<file path="config.mk">
export PLATFORM = sky130hd
export DESIGN_NAME = process_element_div_22s_7s_15ns_flat
export DESIGN_NICKNAME = d
export VERILOG_FILES = /design/src/rtl/process_element_div_pkg.sv /design/src/rtl/process_element_div_22s_7s_15ns_if.sv /design/src/rtl/process_element_div_step.sv /design/src/rtl/process_element_div_22s_7s_15ns.sv /design/src/flat_wrapper.sv
export SDC_FILE = /design/constraint.sdc
export NUM_CORES = 1
export LEC_CHECK = 0
export BUFFER_PORTS_ARGS = -buffer_cell sky130_fd_sc_hd__buf_2
export CORE_UTILIZATION = 50
export CTS_CLUSTER_DIAMETER = 50
export DETAILED_ROUTE_END_ITERATION = 7
export PLACE_DENSITY = 0.7
export SLEW_MARGIN = 20
export SYNTH_ARGS = -nofsm -noshare
export SYNTH_HDL_FRONTEND = slang
export SYNTH_SLANG_ARGS = --single-unit
</file>
<file path="constraint.sdc">
create_clock -name clk -period 3.3 [get_ports clk]
set_input_delay 0.33 -clock clk [delete_from_list [all_inputs] [get_ports clk]]
set_output_delay 0.33 -clock clk [all_outputs]
set_load 0.01 [all_outputs]
</file>
<file path="src/rtl/process_element_div_pkg.sv">
`timescale 1ns/1ps
`default_nettype none
// +----------------------------------------------------------------------------+
// | process_element_div_pkg                                                    |
// | Shared widths, iteration constants and FSM encoding for the PE divider.    |
// | Rev 1.0                                                                    |
// +----------------------------------------------------------------------------+
package process_element_div_pkg;

    localparam int DIVIDEND_W = 22;
    localparam int DIVISOR_W  = 7;
    localparam int QUOT_W     = 15;
    localparam int PREM_W     = DIVIDEND_W + 1;
    localparam int ITER       = 22;
    localparam int CNT_W      = 5;

    localparam logic [QUOT_W-1:0] QMAX = 15'h7FFF;

    typedef enum logic [1:0] {
        IDLE = 2'd0,
        CALC = 2'd1,
        DONE = 2'd2
    } state_t;

endpackage
`default_nettype wire

</file>
<file path="src/rtl/process_element_div_22s_7s_15ns_if.sv">
`timescale 1ns/1ps
`default_nettype none
// +----------------------------------------------------------------------------+
// | process_element_div_22s_7s_15ns_if                                         |
// | Operand and result valid/ready channels of the PE divider.                 |
// | Rev 1.0                                                                    |
// +----------------------------------------------------------------------------+
interface process_element_div_22s_7s_15ns_if;
    import process_element_div_pkg::*;

    logic                  in_vld;
    logic                  in_rdy;
    logic [DIVIDEND_W-1:0] dividend;
    logic [DIVISOR_W-1:0]  divisor;
    logic                  out_vld;
    logic                  out_rdy;
    logic [QUOT_W-1:0]     quotient;
    logic [DIVISOR_W-1:0]  remainder;
    logic                  ovf;
    logic                  dbz;

    modport master (
        output in_vld, dividend, divisor, out_rdy,
        input  in_rdy, out_vld, quotient, remainder, ovf, dbz
    );

    modport slave (
        input  in_vld, dividend, divisor, out_rdy,
        output in_rdy, out_vld, quotient, remainder, ovf, dbz
    );
endinterface
`default_nettype wire

</file>
<file path="src/rtl/process_element_div_step.sv">
`timescale 1ns/1ps
`default_nettype none
// +----------------------------------------------------------------------------+
// | process_element_div_step                                                   |
// | One combinational restoring-division step on the unsigned magnitudes.      |
// | Rev 1.0                                                                    |
// +----------------------------------------------------------------------------+
module process_element_div_step
    import process_element_div_pkg::*;
(
    input  logic [PREM_W-1:0]    i_prem,
    input  logic                 i_bit,
    input  logic [DIVISOR_W-1:0] i_dvs,
    output logic [PREM_W-1:0]    o_prem,
    output logic                 o_qbit
);
    logic [PREM_W-1:0] w_shift;
    logic [PREM_W-1:0] w_dvs_ext;
    logic              w_ge;

    assign w_shift   = {i_prem[PREM_W-2:0], i_bit};
    assign w_dvs_ext = {{(PREM_W-DIVISOR_W){1'b0}}, i_dvs};

    // A set MSB means the true shifted value exceeds any divisor; the wrapped
    // difference is still exact because the result is below the divisor.
    assign w_ge   = i_prem[PREM_W-1] | (w_shift >= w_dvs_ext);
    assign o_qbit = w_ge;
    assign o_prem = w_ge ? (w_shift - w_dvs_ext) : w_shift;
endmodule
`default_nettype wire

</file>
<file path="src/rtl/process_element_div_22s_7s_15ns.sv">
`timescale 1ns/1ps
`default_nettype none
// +----------------------------------------------------------------------------+
// | process_element_div_22s_7s_15ns                                            |
// | Iterative signed 22/7 divider with saturating unsigned 15-bit quotient.    |
// | Rev 1.0                                                                    |
// +----------------------------------------------------------------------------+
module process_element_div_22s_7s_15ns
    import process_element_div_pkg::*;
(
    input  logic clk,
    input  logic reset_n,
    input  logic ce,
    process_element_div_22s_7s_15ns_if.slave bus
);
    state_t                r_state;
    logic [CNT_W-1:0]      r_cnt;
    logic [DIVIDEND_W-1:0] r_dvd_mag;
    logic [DIVISOR_W-1:0]  r_dvs_mag;
    logic [PREM_W-1:0]     r_prem;
    logic                  r_neg_dvd;
    logic                  r_neg_dvs;
    logic                  r_out_vld;
    logic [QUOT_W-1:0]     r_quo;
    logic [DIVISOR_W-1:0]  r_rem;
    logic                  r_ovf;
    logic                  r_dbz;

    logic [DIVIDEND_W-1:0] w_dvd_mag;
    logic [DIVISOR_W-1:0]  w_dvs_mag;
    logic [PREM_W-1:0]     w_prem_next;
    logic                  w_qbit;
    logic [DIVIDEND_W-1:0] w_q_mag;
    logic [DIVISOR_W-1:0]  w_r_mag;
    logic                  w_q_neg;
    logic [QUOT_W-1:0]     w_quo_fin;
    logic [DIVISOR_W-1:0]  w_rem_fin;
    logic                  w_ovf_fin;

    // Magnitudes of the most negative operands fit because the fields are unsigned.
    assign w_dvd_mag = bus.dividend[DIVIDEND_W-1] ? ((~bus.dividend) + DIVIDEND_W'(1)) : bus.dividend;
    assign w_dvs_mag = bus.divisor[DIVISOR_W-1]   ? ((~bus.divisor) + DIVISOR_W'(1))   : bus.divisor;

    process_element_div_step u_step (
        .i_prem (r_prem),
        .i_bit  (r_dvd_mag[DIVIDEND_W-1]),
        .i_dvs  (r_dvs_mag),
        .o_prem (w_prem_next),
        .o_qbit (w_qbit)
    );

    // Final result formed from the last step's outputs so it lands with the DONE transition.
    always_comb begin
        w_q_mag   = {r_dvd_mag[DIVIDEND_W-2:0], w_qbit};
        w_r_mag   = w_prem_next[DIVISOR_W-1:0];
        w_q_neg   = (r_neg_dvd ^ r_neg_dvs) && (w_q_mag != '0);
        w_quo_fin = w_q_mag[QUOT_W-1:0];
        w_ovf_fin = 1'b0;
        if (w_q_neg) begin
            w_quo_fin = '0;
            w_ovf_fin = 1'b1;
        end else if (|w_q_mag[DIVIDEND_W-1:QUOT_W]) begin
            w_quo_fin = QMAX;
            w_ovf_fin = 1'b1;
        end
        w_rem_fin = r_neg_dvd ? ((~w_r_mag) + DIVISOR_W'(1)) : w_r_mag;
    end

    always_ff @(posedge clk or negedge reset_n) begin
        if (!reset_n) begin
            r_state   <= IDLE;
            r_cnt     <= '0;
            r_dvd_mag <= '0;
            r_dvs_mag <= '0;
            r_prem    <= '0;
            r_neg_dvd <= 1'b0;
            r_neg_dvs <= 1'b0;
            r_out_vld <= 1'b0;
            r_quo     <= '0;
            r_rem     <= '0;
            r_ovf     <= 1'b0;
            r_dbz     <= 1'b0;
        end else if (ce) begin
            case (r_state)
                IDLE: begin
                    if (bus.in_vld) begin
                        r_dvd_mag <= w_dvd_mag;
                        r_dvs_mag <= w_dvs_mag;
                        r_neg_dvd <= bus.dividend[DIVIDEND_W-1];
                        r_neg_dvs <= bus.divisor[DIVISOR_W-1];
                        r_prem    <= '0;
                        r_cnt     <= CNT_W'(ITER - 1);
                        if (w_dvs_mag == '0) begin
                            r_state   <= DONE;
                            r_out_vld <= 1'b1;
                            r_quo     <= QMAX;
                            r_rem     <= '0;
                            r_ovf     <= 1'b0;
                            r_dbz     <= 1'b1;
                        end else begin
                            r_state <= CALC;
                        end
                    end
                end
                CALC: begin
                    r_prem    <= w_prem_next;
                    r_dvd_mag <= {r_dvd_mag[DIVIDEND_W-2:0], w_qbit};
                    r_cnt     <= r_cnt - CNT_W'(1);
                    if (r_cnt == '0) begin
                        r_state   <= DONE;
                        r_out_vld <= 1'b1;
                        r_quo     <= w_quo_fin;
                        r_rem     <= w_rem_fin;
                        r_ovf     <= w_ovf_fin;
                        r_dbz     <= 1'b0;
                    end
                end
                DONE: begin
                    if (bus.out_rdy) begin
                        r_state   <= IDLE;
                        r_out_vld <= 1'b0;
                    end
                end
                default: begin
                    r_state   <= IDLE;
                    r_out_vld <= 1'b0;
                end
            endcase
        end
    end

    assign bus.in_rdy    = (r_state == IDLE);
    assign bus.out_vld   = r_out_vld;
    assign bus.quotient  = r_quo;
    assign bus.remainder = r_rem;
    assign bus.ovf       = r_ovf;
    assign bus.dbz       = r_dbz;
endmodule
`default_nettype wire

</file>
<file path="src/flat_wrapper.sv">
// flat-port wrapper written by rule: the top's interface ports become plain ports
module process_element_div_22s_7s_15ns_flat import process_element_div_pkg::*;
  (clk, reset_n, ce, bus_in_vld, bus_dividend, bus_divisor, bus_out_rdy, bus_in_rdy, bus_out_vld, bus_quotient, bus_remainder, bus_ovf, bus_dbz);
  process_element_div_22s_7s_15ns_if bus_i ();
  input  logic clk;
  input  logic reset_n;
  input  logic ce;
  input wire logic [$bits(bus_i.in_vld)-1:0] bus_in_vld;
  input wire logic [$bits(bus_i.dividend)-1:0] bus_dividend;
  input wire logic [$bits(bus_i.divisor)-1:0] bus_divisor;
  input wire logic [$bits(bus_i.out_rdy)-1:0] bus_out_rdy;
  output wire logic [$bits(bus_i.in_rdy)-1:0] bus_in_rdy;
  output wire logic [$bits(bus_i.out_vld)-1:0] bus_out_vld;
  output wire logic [$bits(bus_i.quotient)-1:0] bus_quotient;
  output wire logic [$bits(bus_i.remainder)-1:0] bus_remainder;
  output wire logic [$bits(bus_i.ovf)-1:0] bus_ovf;
  output wire logic [$bits(bus_i.dbz)-1:0] bus_dbz;
  assign bus_i.in_vld = bus_in_vld;
  assign bus_i.dividend = bus_dividend;
  assign bus_i.divisor = bus_divisor;
  assign bus_i.out_rdy = bus_out_rdy;
  assign bus_in_rdy = bus_i.in_rdy;
  assign bus_out_vld = bus_i.out_vld;
  assign bus_quotient = bus_i.quotient;
  assign bus_remainder = bus_i.remainder;
  assign bus_ovf = bus_i.ovf;
  assign bus_dbz = bus_i.dbz;
  process_element_div_22s_7s_15ns u_core (.clk(clk), .reset_n(reset_n), .ce(ce), .bus(bus_i));
endmodule
</file>
**Word level (Yosys, flattened, before mapping)**

Cells that the tools add are included.
W data, S select, Z words.

- Register bits after elaboration: 86
- Input bits: 34
- Word-level logic and storage cells: 79

- $add $sub $neg: 5
- $lt $le $gt $ge: 1
- Equality and inequality tests: 6
- Muxes and demuxes: 38
- Bitwise operators: 5
- Reductions and logical operators: 12

Operators with widths:

| cell | number |
|---|---|
| $mux W15 | 5 |
| $mux W23 | 2 |
| $pmux W23 S2 | 1 |
| $mux W22 | 2 |
| $pmux W22 S2 | 1 |
| $mux W7 | 5 |
| $pmux W15 S2 | 1 |
| $ge A23 B7 Y1 | 1 |
| $sub A23 B7 Y23 | 1 |
| $add A22 B1 Y22 const B | 1 |
| $not A22 Y22 | 1 |
| $reduce_bool A22 Y1 | 1 |
| $add A7 B1 Y7 const B | 2 |
| $not A7 Y7 | 2 |
| $pmux W7 S2 | 1 |
| $mux W1 | 10 |
| $pmux W5 S2 | 1 |
| $reduce_and A5 Y1 | 2 |
| $mux W2 | 4 |
| $logic_not A7 Y1 | 1 |
| $reduce_or A7 Y1 | 1 |
| $pmux W2 S3 | 1 |
| $reduce_and A3 Y1 | 2 |
| $logic_not A5 Y1 | 1 |
| 14 further kinds | 17 |

**Longest topological paths before layout**

Gate-level depths: netlist of run 1.

- Depth in word-level cells: 8
- Gate-level depth with buffers: 16
- Depth with buffers taken out: 15

**Cells and area by module**

From an unflattened synthesis of run 1, not the netlist that was laid out.

- Cell total of the unflattened synthesis: 574
- Area total of the unflattened synthesis: 5290.1 um^2

By module, submodules not included:

| module | instances | cells each | area each (um^2) | seq. area each (um^2) |
|---|---|---|---|---|
| process_element_div_22s_7s_15ns | 1 | 457 | 4501.8 | 2152.1 |
| process_element_div_step | 1 | 117 | 788.3 | 0.0 |

**Worst setup path after synthesis of run 1**

OpenSTA, ideal clock, no wires.

- Path type: register to register
- Start point: register u_core.r_prem[3]
- End point: register u_core.r_rem[6] (netlist: u_core.bus.remainder[6])
- Setup time: 0.127 ns
- Data arrival time: 2.802 ns
- Path slack: 0.371 ns
- Stages on the path, launching flop included: 15
- Buffers on the path: 0
- Cells stage by stage: dfrtp_1 -> ha_1 -> a21o_1 -> a21o_1 -> a221oi_4 -> nand2_4 -> nand2_1 -> o21ai_0 -> ha_1 -> nand2b_1 -> nor3_1 -> a41o_1 -> a31oi_1 -> xor2_1 -> o21ai_0

- Longest elaborated chain between the ends: 8
- Elaborated cells between the ends (all ways): 9

Ends and longest elaborated chain:

| element | RTL line | text |
|---|---|---|
| start, declared | process_element_div_22s_7s_15ns.sv:20 | `logic [PREM_W-1:0] r_prem;` |
| start signal, assigned | process_element_div_22s_7s_15ns.sv:106 | `r_prem <= w_prem_next;` |
| $ge A23 B7 Y1 | process_element_div_step.sv:26 | `assign w_ge = i_prem[PREM_W-1] \| (w_shift >= w_dvs_ext);` |
| $or A1 B1 Y1 | process_element_div_step.sv:26 |  |
| $mux W23 (*) | process_element_div_step.sv:28 | `assign o_prem = w_ge ? (w_shift - w_dvs_ext) : w_shift;` |
| $not A7 Y7 | process_element_div_22s_7s_15ns.sv:66 | `w_rem_fin = r_neg_dvd ? ((~w_r_mag) + DIVISOR_W'(1)) : w_r_mag;` |
| $add A7 B1 Y7 | process_element_div_22s_7s_15ns.sv:66 |  |
| $mux W7 (*) | process_element_div_22s_7s_15ns.sv:66 |  |
| $mux W7 (*) | process_element_div_22s_7s_15ns.sv:109 | `if (r_cnt == '0) begin` |
| $pmux W7 S2 (*) | process_element_div_22s_7s_15ns.sv:84 | `case (r_state)` |
| end signal, assigned | process_element_div_22s_7s_15ns.sv:113 | `r_rem <= w_rem_fin;` |
| end, declared | process_element_div_22s_7s_15ns.sv:25 | `logic [DIVISOR_W-1:0] r_rem;` |

Every way passes the cells marked *; elsewhere a longest branch is shown, timed or not. The select of a mux whose other input is x is not followed.
A chain may end at the register's enable or synchronous reset.

**Final worst setup path of run 1**

Ends and elaborated chain as after synthesis.

==> metrics.csv, run 1 <==
stage,metric,value,unit
die,die area,0.0106,sq mm
sta,max_slew headroom,50.4,%
setup_path,Reg2Reg Setup Slack,0.21,ns
die,core area,0.00982,sq mm
drt,DR vias,4295,
setup_path,end of the critical path,u_core.bus.remainder[6],
global_routing,pin count of the biggest net entering global routing,65,
layout,nets@finish,677,
synth,count of cell types in the netlist,65,
drt,# DRC,0,
clocking,"CTS clk-pin slew, worst paths",0.10,ns
setup_path,reg2reg path depth,13,
setup_path,crit path buf inv count,0,
drt,final WL,11900,um
setup_path,Slowest Stage Delay on Critical Path,0.47,ns
die,Die X,103,um
sta,Max Fclk,0.324,GHz
synth,synth top area cells,"dfrtp_1 42%, o21ai_0 7.2%, nand2_1 5.8%, xnor2_1 4.7%, xor2_1 4.5%",
synth,top-count cell post-synth,dfrtp_1,
global_routing,number of global-route vias before repair,4146,
setup_path,Crit Path Class,flip-flop to flip-flop,
outcome,status,finished clean,
global_routing,GRT Util Overall,24.2,%
synth,Most used DFF post-synth,dfrtp_1,
global_routing,initial antenna violation count,0,
synth,Post-Syn Area,0.00508,sq mm
die,Die Ht,103,um
sta,Setup TNS Final,0,ns
synth,sequential-to-total area share from yosys stat,42.3,%
global_routing,first-pass GRT wire length,19900,um
layout,layout cells sized above 1,17.2,%
sta,Worst-Margin Slew,0.739,ns
die,# IOs,60,
clocking,CTS Buf Count,9,
setup_path,Worst path slowest cell,dfrtp_1,
sta,final hold slack,0.259,ns
clocking,Post-CTS Setup Inserts,0,
sta,Tmin final,3.09,ns
setup_path,RR Endpoint,u_core.bus.remainder[6],
drt,DRT Pass-1 Iters,4,
setup_path,"critical path fanouts, max",6,
clocking,Root Buffer,clkbuf_8,
setup_path,crit-path leading delay family,compound AO/OA/AOI/OAI gates,
drt,met2 WL,5300,um
placement,RePlAce Congestion,0.906,
sta,max-slew violation count,0,
layout,post-layout util,58.9,%
layout,diodes inserted,0,
setup_path,Crit path arrival time,3.35,ns
synth,Yosys top cell by area,dfrtp_1,
drt,metal3 WL,431,um
clocking,worst-skew pair later-pin latency,0.37,ns
layout,synth-to-layout area growth,13.7,%
pwr,LEAKAGE,2.53,nW
drt,highest metal used,met4,
setup_path,worst-path cell chain,ha_1 -> a21o_1 -> a21o_1 -> a221oi_4 -> nand2_4 -> mux2i_2 -> ha_1 -> nand2b_1 -> nor3_1 -> a41o_1 -> a31oi_1 -> xor2_1 -> o21ai_0,
synth,Syn Nets,620,
sta,# setup viols final,0,
drt,M1 WL,5970,um
job,Max-Cap Viols,0,
clocking,CTS tree,built,
sta,RSZ-0062 raised after global routing,false,
worst_hold_path,Hold Crit Class,primary input to flip-flop,
setup_path,Worst setup SP type,flip-flop,
die,FP Rows,36,
pwr,pwr dens,1050,mW/mm^2
drt,DR vias/cell,5.59,
clocking,CTS HTree Levels,3,
clocking,Sink Count,86,
synth,#FFs+latches synth,86,
synth,area share of the largest cell type after synthesis,42.3,%
die,Initial Util,51.8,%
synth,Synth Area per Inst,8.87,sq um
sta,Tcrit/Tclk final,93.5,%
placement,# port buffers,59,
setup_path,cell depth of the worst setup path,13,
synth,Syn. warnings,0,
synth,Post-synth EDFFs,0,
sta,Setup Skew,0.0104,ns
sta,Final Hold Viols,0,
setup_path,worst setup path start,u_core.r_prem[3],
drt,DR WL/cell,15.4,um
global_routing,total gr overflow,0,
layout,# fillers,918,
drt,Iter 0 DRT Violations,293,
setup_path,Setup crit end kind,flip-flop,
setup_path,CP required,3.56,ns
setup_path,r2r startpoint,u_core.r_prem[3],
synth,Post-synth top cells,"86 x dfrtp_1, 79 x nand2_1, 73 x o21ai_0",
clocking,clock buffer depth,2,
synth,share of flip-flops with an asynchronous set or reset,100,%
synth,cells after synthesis,573,
drt,Post-DRT Antenna Nets,0,
placement,DP HPWL,8710,um
pwr,Worst VDD drop,491,uV
-- area by class of cell --
| type | instances | area (sq um) | area share (%) |
|---|---|---|---|
| Clock buffer | 9 | 124 | 2.14 |
| Clock inverter | 7 | 86.3 | 1.49 |
| Multi-Input combinational cell | 438 | 2760 | 47.7 |
| Inverter | 20 | 75.1 | 1.30 |
| Tap cell | 133 | 166 | 2.88 |
| Sequential cell | 86 | 2150 | 37.2 |
| Timing Repair Buffer | 75 | 420 | 7.27 |
-- worst register-to-register path: stages, from the launching register on --
cell and delay, ns:
dfrtp_1 0.47, ha_1 0.40, a21o_1 0.20, a21o_1 0.23
a221oi_4 0.35, nand2_4 0.12, mux2i_2 0.19, ha_1 0.25
nand2b_1 0.09, nor3_1 0.05, a41o_1 0.24, a31oi_1 0.17
xor2_1 0.16, o21ai_0 0.08
-- state kept, by name (all words and copies together) (netlist names), 2 cells and up --
register	cells
u_core.r_cnt	5
u_core.bus.quotient	15
u_core.r_dvd_mag	22
u_core.r_dvs_mag	7
u_core.r_prem	23
u_core.bus.remainder	7
u_core.r_state	2
-- metal layers --
| metal | vias to the layer above | GRT usage [%] |
|---|---|---|
| met5 | - | 0 |
| met4 | 0 | 9.64 |
| met3 | 13 | 3.05 |
| met2 | 95 | 37.1 |
| met1 | 2040 | 34.9 |
| li1 | 2147 | - |
-- placed cells by master, fill, tap and decap left out, drive strengths merged, types with 8 or more instances in the layout --
cell,instances
nand2,80
mux2i,8
clkbuf,9
xor2,26
o21ai,84
nor3,14
o22ai,15
buf,74
nor2,39
dfrtp,86
nor4,9
inv,25
a21oi,26
xnor2,27
ha,12
or3,9
-- how the worst min path moves through the flow --
stage,from,end,cells after the start
final,bus_divisor[0],u_core.r_dvs_mag[0],3
after global placement,reset_n,u_core.r_prem[22],1
after global routing,bus_divisor[0],u_core.r_dvs_mag[0],3
after detailed placement,reset_n,u_core.r_prem[22],1
after CTS,bus_divisor[0],u_core.r_dvs_mag[0],3
after floorplan,reset_n,u_core.bus.dbz,0
-- cell families (layout without fill, tap and decap cells) --
kind of cell / Yosys count / count (layout) / synth area share, %
DFF: 86 / 86 / 42.3
xor gates and xnor gates: 53 / 53 / 9.13
adders and majority gates: 13 / 13 / 3.35
and+or+nand+nor: 195 / 195 / 19.4
muxes: 10 / 10 / 2.02
buffers and inverters: 49 / 111 / 3.72
AOI/OAI and AO/OA: 167 / 167 / 20.1
-- stage by stage --
step           cells  setup slack [ns]  instance area (sq um)  power, mW
2_1_floorplan    573             0.371                   5080       4.31
3_3_place_gp     751             0.300                   5550       5.13
3_5_place_dp     751             0.233                   5550       5.22
4_1_cts          768             0.208                   5770       6.05
5_1_grt          768           0.00392                   5780       6.61
6_report         768             0.213                   5780       6.08
-- report_power, final --
group / switching [mW] / internal [mW] / leakage [nW]
registers: 0.427 / 1.49 / 1.04
logic: 1.94 / 1.41 / 1.39
clock network: 0.435 / 0.369 / 0.105
-- repair_timing --
action                                 in CTS  in global routing
endpoints found under the hold margin      33                  0
hold buffers                                1                  0
gates resized for setup                     0                  4
setup endpoints to repair                   0                  2
Note: power is estimated with default switching activity, not from simulation.
==> inputs of run 2 (changes only) <==
REMOVE_ABC_BUFFERS = 1   (was not set)
SETUP_SLACK_MARGIN = 0.4   (was not set)
clock period = 3 ns   (was 3.3 ns; I/O delays follow)
==> run 2 against run 1 <==
Net effect:
- the run now ends with negative hold slack left
- worst hold slack got worse by 0.27 ns
- utilization increased by 3.5 points
- wire length increased by 6.7%
- first-iteration DRC count decreased by 8.9%
- register-to-register slack improved by 0.08 ns
- die area unchanged
- combinational power increased by 36%
- global-route usage increased by 1.0 points
- largest cell class unchanged
- highest routed layer unchanged
==> metrics.csv, run 2 (synthesis gave the netlist of run 1 again) <==
stage,metric,value,unit
setup_path,Setup crit end kind,flip-flop,
drt,M1 WL,5810,um
setup_path,Worst setup SP type,flip-flop,
drt,DR vias/cell,5.70,
drt,final WL,12700,um
setup_path,reg2reg path depth,14,
die,Die Ht,103,um
placement,DP HPWL,8780,um
layout,"commonest non-fill, non-tap cell in the layout",dfrtp_1,
die,die area,0.0106,sq mm
die,Initial Util,51.8,%
layout,max FFs per register,23,
drt,DR WL/cell,15.8,um
job,Max-Cap Viols,0,
placement,Place WS,0.0917,ns
setup_path,"critical path fanouts, max",5,
sta,Max Fclk,0.370,GHz
sta,Worst-Margin Slew,0.855,ns
global_routing,pin count of the biggest net entering global routing,87,
sta,Setup Skew,0.0140,ns
layout,post-layout util,62.4,%
die,core area,0.00982,sq mm
global_routing,initial antenna violation count,0,
drt,Post-DRT Antenna Nets,0,
drt,# DRC,0,
setup_path,Worst path slowest cell,dfrtp_1,
clocking,CTS tree,built,
layout,nets@finish,708,
setup_path,CP required,3.25,ns
worst_hold_path,Hold Crit Class,primary input to asynchronous set/reset pin,
drt,highest metal used,met4,
global_routing,GRT Util Overall,25.3,%
sta,worst setup margin,0.297,ns
placement,RePlAce Congestion,0.885,
setup_path,Slowest Stage Delay on Critical Path,0.38,ns
drt,metal3 WL,610,um
pwr,pwr dens,1220,mW/mm^2
layout,layout cells sized above 1,24.0,%
clocking,Root Buffer,clkbuf_8,
setup_path,cell depth of the worst setup path,14,
drt,Iter 0 DRT Violations,267,
sta,Tmin final,2.70,ns
drt,DRT Pass-1 Iters,5,
layout,diodes inserted,0,
sta,RSZ-0062 raised after global routing,true,
outcome,failing checks,negative hold slack,
sta,# setup viols final,0,
outcome,status,"finished, violations left",
global_routing,total gr overflow,0,
layout,synth-to-layout area growth,20.6,%
sta,Setup TNS Final,0,ns
clocking,hold_buf cts,0,
sta,Tcrit/Tclk final,90.1,%
setup_path,worst-path cell chain,inv_2 -> ha_4 -> a21o_1 -> a21o_1 -> a221oi_4 -> nand2_4 -> mux2i_4 -> ha_4 -> nand2b_4 -> nor3_2 -> a41o_1 -> a31oi_1 -> xor2_1 -> o21ai_1,
sta,max_slew headroom,43.0,%
layout,Largest Register,u_core.r_prem,
layout,design area,0.00613,sq mm
clocking,CTS HTree Levels,3,
pwr,LEAKAGE,2.69,nW
placement,Placed Area,0.00562,sq mm
placement,# port buffers,59,
setup_path,crit-path leading delay family,compound AO/OA/AOI/OAI gates,
die,FP Rows,36,
die,# IOs,60,
drt,DR vias,4555,
drt,met2 WL,5980,um
sta,max-slew violation count,0,
clocking,"CTS clk-pin slew, worst paths",0.09,ns
die,Die X,103,um
clocking,worst-skew pair later-pin latency,0.36,ns
setup_path,crit path buf inv count,1,
clocking,Sink Count,86,
setup_path,Crit path arrival time,2.96,ns
sta,Final Hold Viols,5,
pwr,Worst VDD drop,600,uV
sta,final hold slack,-0.00985,ns
setup_path,Crit Path Class,flip-flop to flip-flop,
layout,most frequent cells in the layout,"84 x dfrtp_1, 77 x nand2_1, 64 x o21ai_0, 58 x buf_2, 46 x buf_4",
global_routing,number of global-route vias before repair,4248,
global_routing,first-pass GRT wire length,20700,um
clocking,CTS Buf Count,9,
clocking,clock buffer depth,2,
==> run 2: where the power goes <==
part	switching (mW)	leakage [nW]	total, mW	internal [mW]
Clock	0.437	0.101	0.830	0.393
Sequential	0.440	1.04	2.08	1.64
Combinational	2.49	1.55	4.58	2.09
==> run 2: path summary, 6_finish.rpt <==
kind	startpoint	to	slack [ns]
max in group asynchronous	reset_n	u_core.r_prem[1]	2.44
worst min register to register	u_core.r_dvs_mag[1]	u_core.r_dvs_mag[1]	0.49
worst max register to register	u_core.r_dvs_mag[4]	u_core.bus.remainder[6]	0.30
worst min-delay path	reset_n	u_core.r_prem[4]	-0.01
worst max-delay path	u_core.r_dvs_mag[4]	u_core.bus.remainder[6]	0.30
min in group clk	bus_divisor[6]	u_core.r_neg_dvs	0.23
==> run 2: area by class of cell <==
class | instances | area, sq um
Fill cell | 874 | 3690
Multi-Input combinational cell | 438 | 2880
Sequential cell | 86 | 2150
Timing Repair Buffer | 106 | 658
Tap cell | 133 | 166
Clock buffer | 9 | 124
Clock inverter | 7 | 77.6
Inverter | 20 | 75.1
==> run 2: layer usage <==
layer	global-route usage, %	up-vias
met5	0	-
met4	10.1	0
met3	4.34	29
met2	39.4	138
met1	35.1	2182
li1	-	2206
==> run 2: repair_timing <==
action	CTS	global route
hold endpoints to repair	0	0
resized for setup	24	14
buffers inserted	17	6
pin swaps	13	4
setup endpoints to repair	19	36
==> run 2: metrics by stage <==
step / power [mW] / std cells
6_report: 7.49 / 799
3_3_place_gp: 5.80 / 760
2_1_floorplan: 4.66 / 544
5_1_grt: 8.09 / 799
3_5_place_dp: 5.92 / 760
4_1_cts: 7.27 / 793
==> inputs of run 3 (changes only) <==
PLACE_DENSITY = not set   (was 0.7)
PLACE_DENSITY_LB_ADDON = 0.25   (was not set)
clock period = 3.44 ns   (was 3 ns; I/O delays follow)
==> run 3 against run 2 <==
Net effect:
- worst setup slack improved by 0.28 ns
- combinational power down 26%
- sequential share of layout area is 1.8 points higher
- the flow now finishes without violations
- utilization decreased by 3.0 points
- clock power down 21%
- worst hold slack improved by 0.049 ns
- design area fell by 4.8%
- clock skew fell by 0.0016 ns
- die area stayed put
- final cell count fell by 3.6%
- wire length fell by 6.8%
- power decreased by 21%
==> metrics.csv, run 3 (synthesis gave the netlist of run 1 again) <==
stage,metric,value,unit
outcome,status,finished clean,
setup_path,RR Endpoint,u_core.bus.remainder[6],
layout,"commonest non-fill, non-tap cell in the layout",dfrtp_1,
layout,layout cells sized above 1,19.2,%
sta,Tmin final,2.87,ns
drt,DR vias/cell,5.63,
sta,Final Hold Viols,0,
drt,DRT Pass-1 Iters,4,
layout,max FFs per register,23,
setup_path,CP required,3.72,ns
die,die area,0.0106,sq mm
sta,max-slew violation count,0,
placement,Place WS,0.298,ns
pwr,LEAKAGE,2.53,nW
die,Die X,103,um
die,# IOs,60,
clocking,CTS tree,built,
drt,DR WL/cell,15.3,um
die,FP Rows,36,
die,Initial Util,51.8,%
setup_path,crit path buf inv count,0,
pwr,pwr dens,1010,mW/mm^2
setup_path,Crit path arrival time,3.15,ns
setup_path,crit-path leading delay family,compound AO/OA/AOI/OAI gates,
clocking,CTS HTree Levels,3,
global_routing,pin count of the biggest net entering global routing,87,
sta,worst setup margin,0.575,ns
layout,post-layout util,59.5,%
sta,Max Fclk,0.349,GHz
layout,nets@finish,679,
setup_path,worst-path cell chain,ha_4 -> a21o_1 -> a21o_1 -> a221oi_4 -> nand2_4 -> o21ai_1 -> ha_2 -> nand2b_1 -> nor3_1 -> a41o_1 -> a31oi_1 -> xor2_1 -> o21ai_0,
die,core area,0.00982,sq mm
global_routing,GRT Util Overall,23.3,%
sta,Setup TNS Final,0,ns
setup_path,Crit path top cell by count,a21o_1,
setup_path,Worst setup SP type,flip-flop,
setup_path,Reg2Reg Setup Slack,0.57,ns
clocking,CTS Buf Count,9,
setup_path,Setup crit end kind,flip-flop,
sta,Tcrit/Tclk final,83.3,%
job,Max-Cap Viols,0,
sta,Worst-Margin Slew,0.828,ns
setup_path,r2r startpoint,u_core.r_prem[3],
setup_path,Worst path slowest cell,dfrtp_2,
layout,synth-to-layout area growth,14.8,%
sta,max_slew headroom,44.6,%
drt,# DRC,0,
global_routing,total gr overflow,0,
sta,final hold slack,0.0387,ns
setup_path,reg2reg path depth,13,
clocking,"CTS clk-pin slew, worst paths",0.09,ns
layout,diodes inserted,0,
drt,Iter 0 DRT Violations,404,
worst_hold_path,Hold Crit Class,primary input to asynchronous set/reset pin,
drt,Post-DRT Antenna Nets,0,
sta,RSZ-0062 raised after global routing,false,
layout,most frequent cells in the layout,"84 x dfrtp_1, 78 x nand2_1, 72 x o21ai_0, 58 x buf_2, 39 x nor2_1",
setup_path,"critical path fanouts, max",6,
drt,final WL,11800,um
pwr,Tot Pwr,5.92,mW
clocking,worst-skew pair later-pin latency,0.36,ns
placement,DP HPWL,8390,um
drt,DR vias,4336,
clocking,clock buffer depth,2,
global_routing,number of global-route vias before repair,4018,
layout,Largest Register,u_core.r_prem,
placement,RePlAce Congestion,0.903,
die,Die Ht,103,um
clocking,hold_buf cts,0,
global_routing,initial antenna violation count,0,
pwr,Worst VDD drop,475,uV
sta,# setup viols final,0,
clocking,Root Buffer,clkbuf_8,
sta,Setup Skew,0.0123,ns
placement,# port buffers,59,
clocking,Sink Count,86,
global_routing,first-pass GRT wire length,19300,um
layout,# fillers,905,
setup_path,Crit Path Class,flip-flop to flip-flop,
setup_path,Slowest Stage Delay on Critical Path,0.46,ns
[run 3: cell types whose count changed in the layout (fill, tap and decap cells not counted), moves of 4 or more]
cell,delta
o21ai_0,+8
nor3_2,-5
buf_4,-28
o21ai_1,-7
nor3_1,+4
[run 3: cell type report]
| cell class | instances | area [sq um] | share of cell area (%) |
|---|---|---|---|
| inverters | 20 | 75.1 | 1.29 |
| repair buffers | 77 | 437 | 7.48 |
| clock inverters | 7 | 55.1 | 0.943 |
| well taps | 133 | 166 | 2.85 |
| multi-input cells | 438 | 2830 | 48.4 |
| clock buffers | 9 | 124 | 2.12 |
| flip-flops and latches | 86 | 2150 | 36.9 |
[run 3: what timing repair did]
item / in CTS / in global routing
resized for setup: 3 / 17
pin swaps: 1 / 5
buffers inserted: 1 / 5
endpoints found under the setup margin: 2 / 7
[run 3: worst max-delay path by stage]
stage	slack, ns	cells after the start	start	endpoint
after floorplan	0.18	4	u_core.r_state[0]	u_core.bus.remainder[1]
after global placement	0.39	13	u_core.r_prem[3]	u_core.bus.remainder[6]
after detailed placement	0.30	13	u_core.r_prem[3]	u_core.bus.remainder[6]
after CTS	0.41	14	u_core.r_dvs_mag[6]	u_core.bus.remainder[6]
after global routing	0.40	13	u_core.r_prem[3]	u_core.bus.remainder[6]
final	0.57	13	u_core.r_prem[3]	u_core.bus.remainder[6]
[run 3: worst reg2reg max path: stages, from the launching register on]
cell	delay [ns]
dfrtp_2	0.46
ha_4	0.25
a21o_1	0.16
a21o_1	0.19
a221oi_4	0.35
nand2_4	0.12
o21ai_1	0.22
ha_2	0.26
nand2b_1	0.08
nor3_1	0.14
a41o_1	0.20
a31oi_1	0.05
xor2_1	0.16
o21ai_0	0.14
[run 3: per-layer routing]
metal | wire length, um | global-route usage, % | up-vias | share of wire (%)
met5 | 0 | 0 | - | 0
met4 | 132 | 7.48 | 0 | 1.1
met3 | 673 | 3.46 | 12 | 5.7
met2 | 5410 | 36.8 | 109 | 46
met1 | 5570 | 33.2 | 2064 | 47
li1 | - | - | 2151 | -
[run 3: metrics by stage]
step / instances / cell area [sq um]
after floorplan: 544 / 4970
after global placement: 748 / 5530
after detailed placement: 748 / 5530
after CTS: 765 / 5740
after global routing: 770 / 5840
final: 770 / 5840
[run 3: report_power, final]
| part | internal, mW | leakage, nW | switching (mW) |
|---|---|---|---|
| Clock | 0.272 | 0.0923 | 0.384 |
| Combinational | 1.49 | 1.40 | 1.92 |
| Sequential | 1.43 | 1.04 | 0.413 |
| Total | 3.20 | 2.53 | 2.72 |
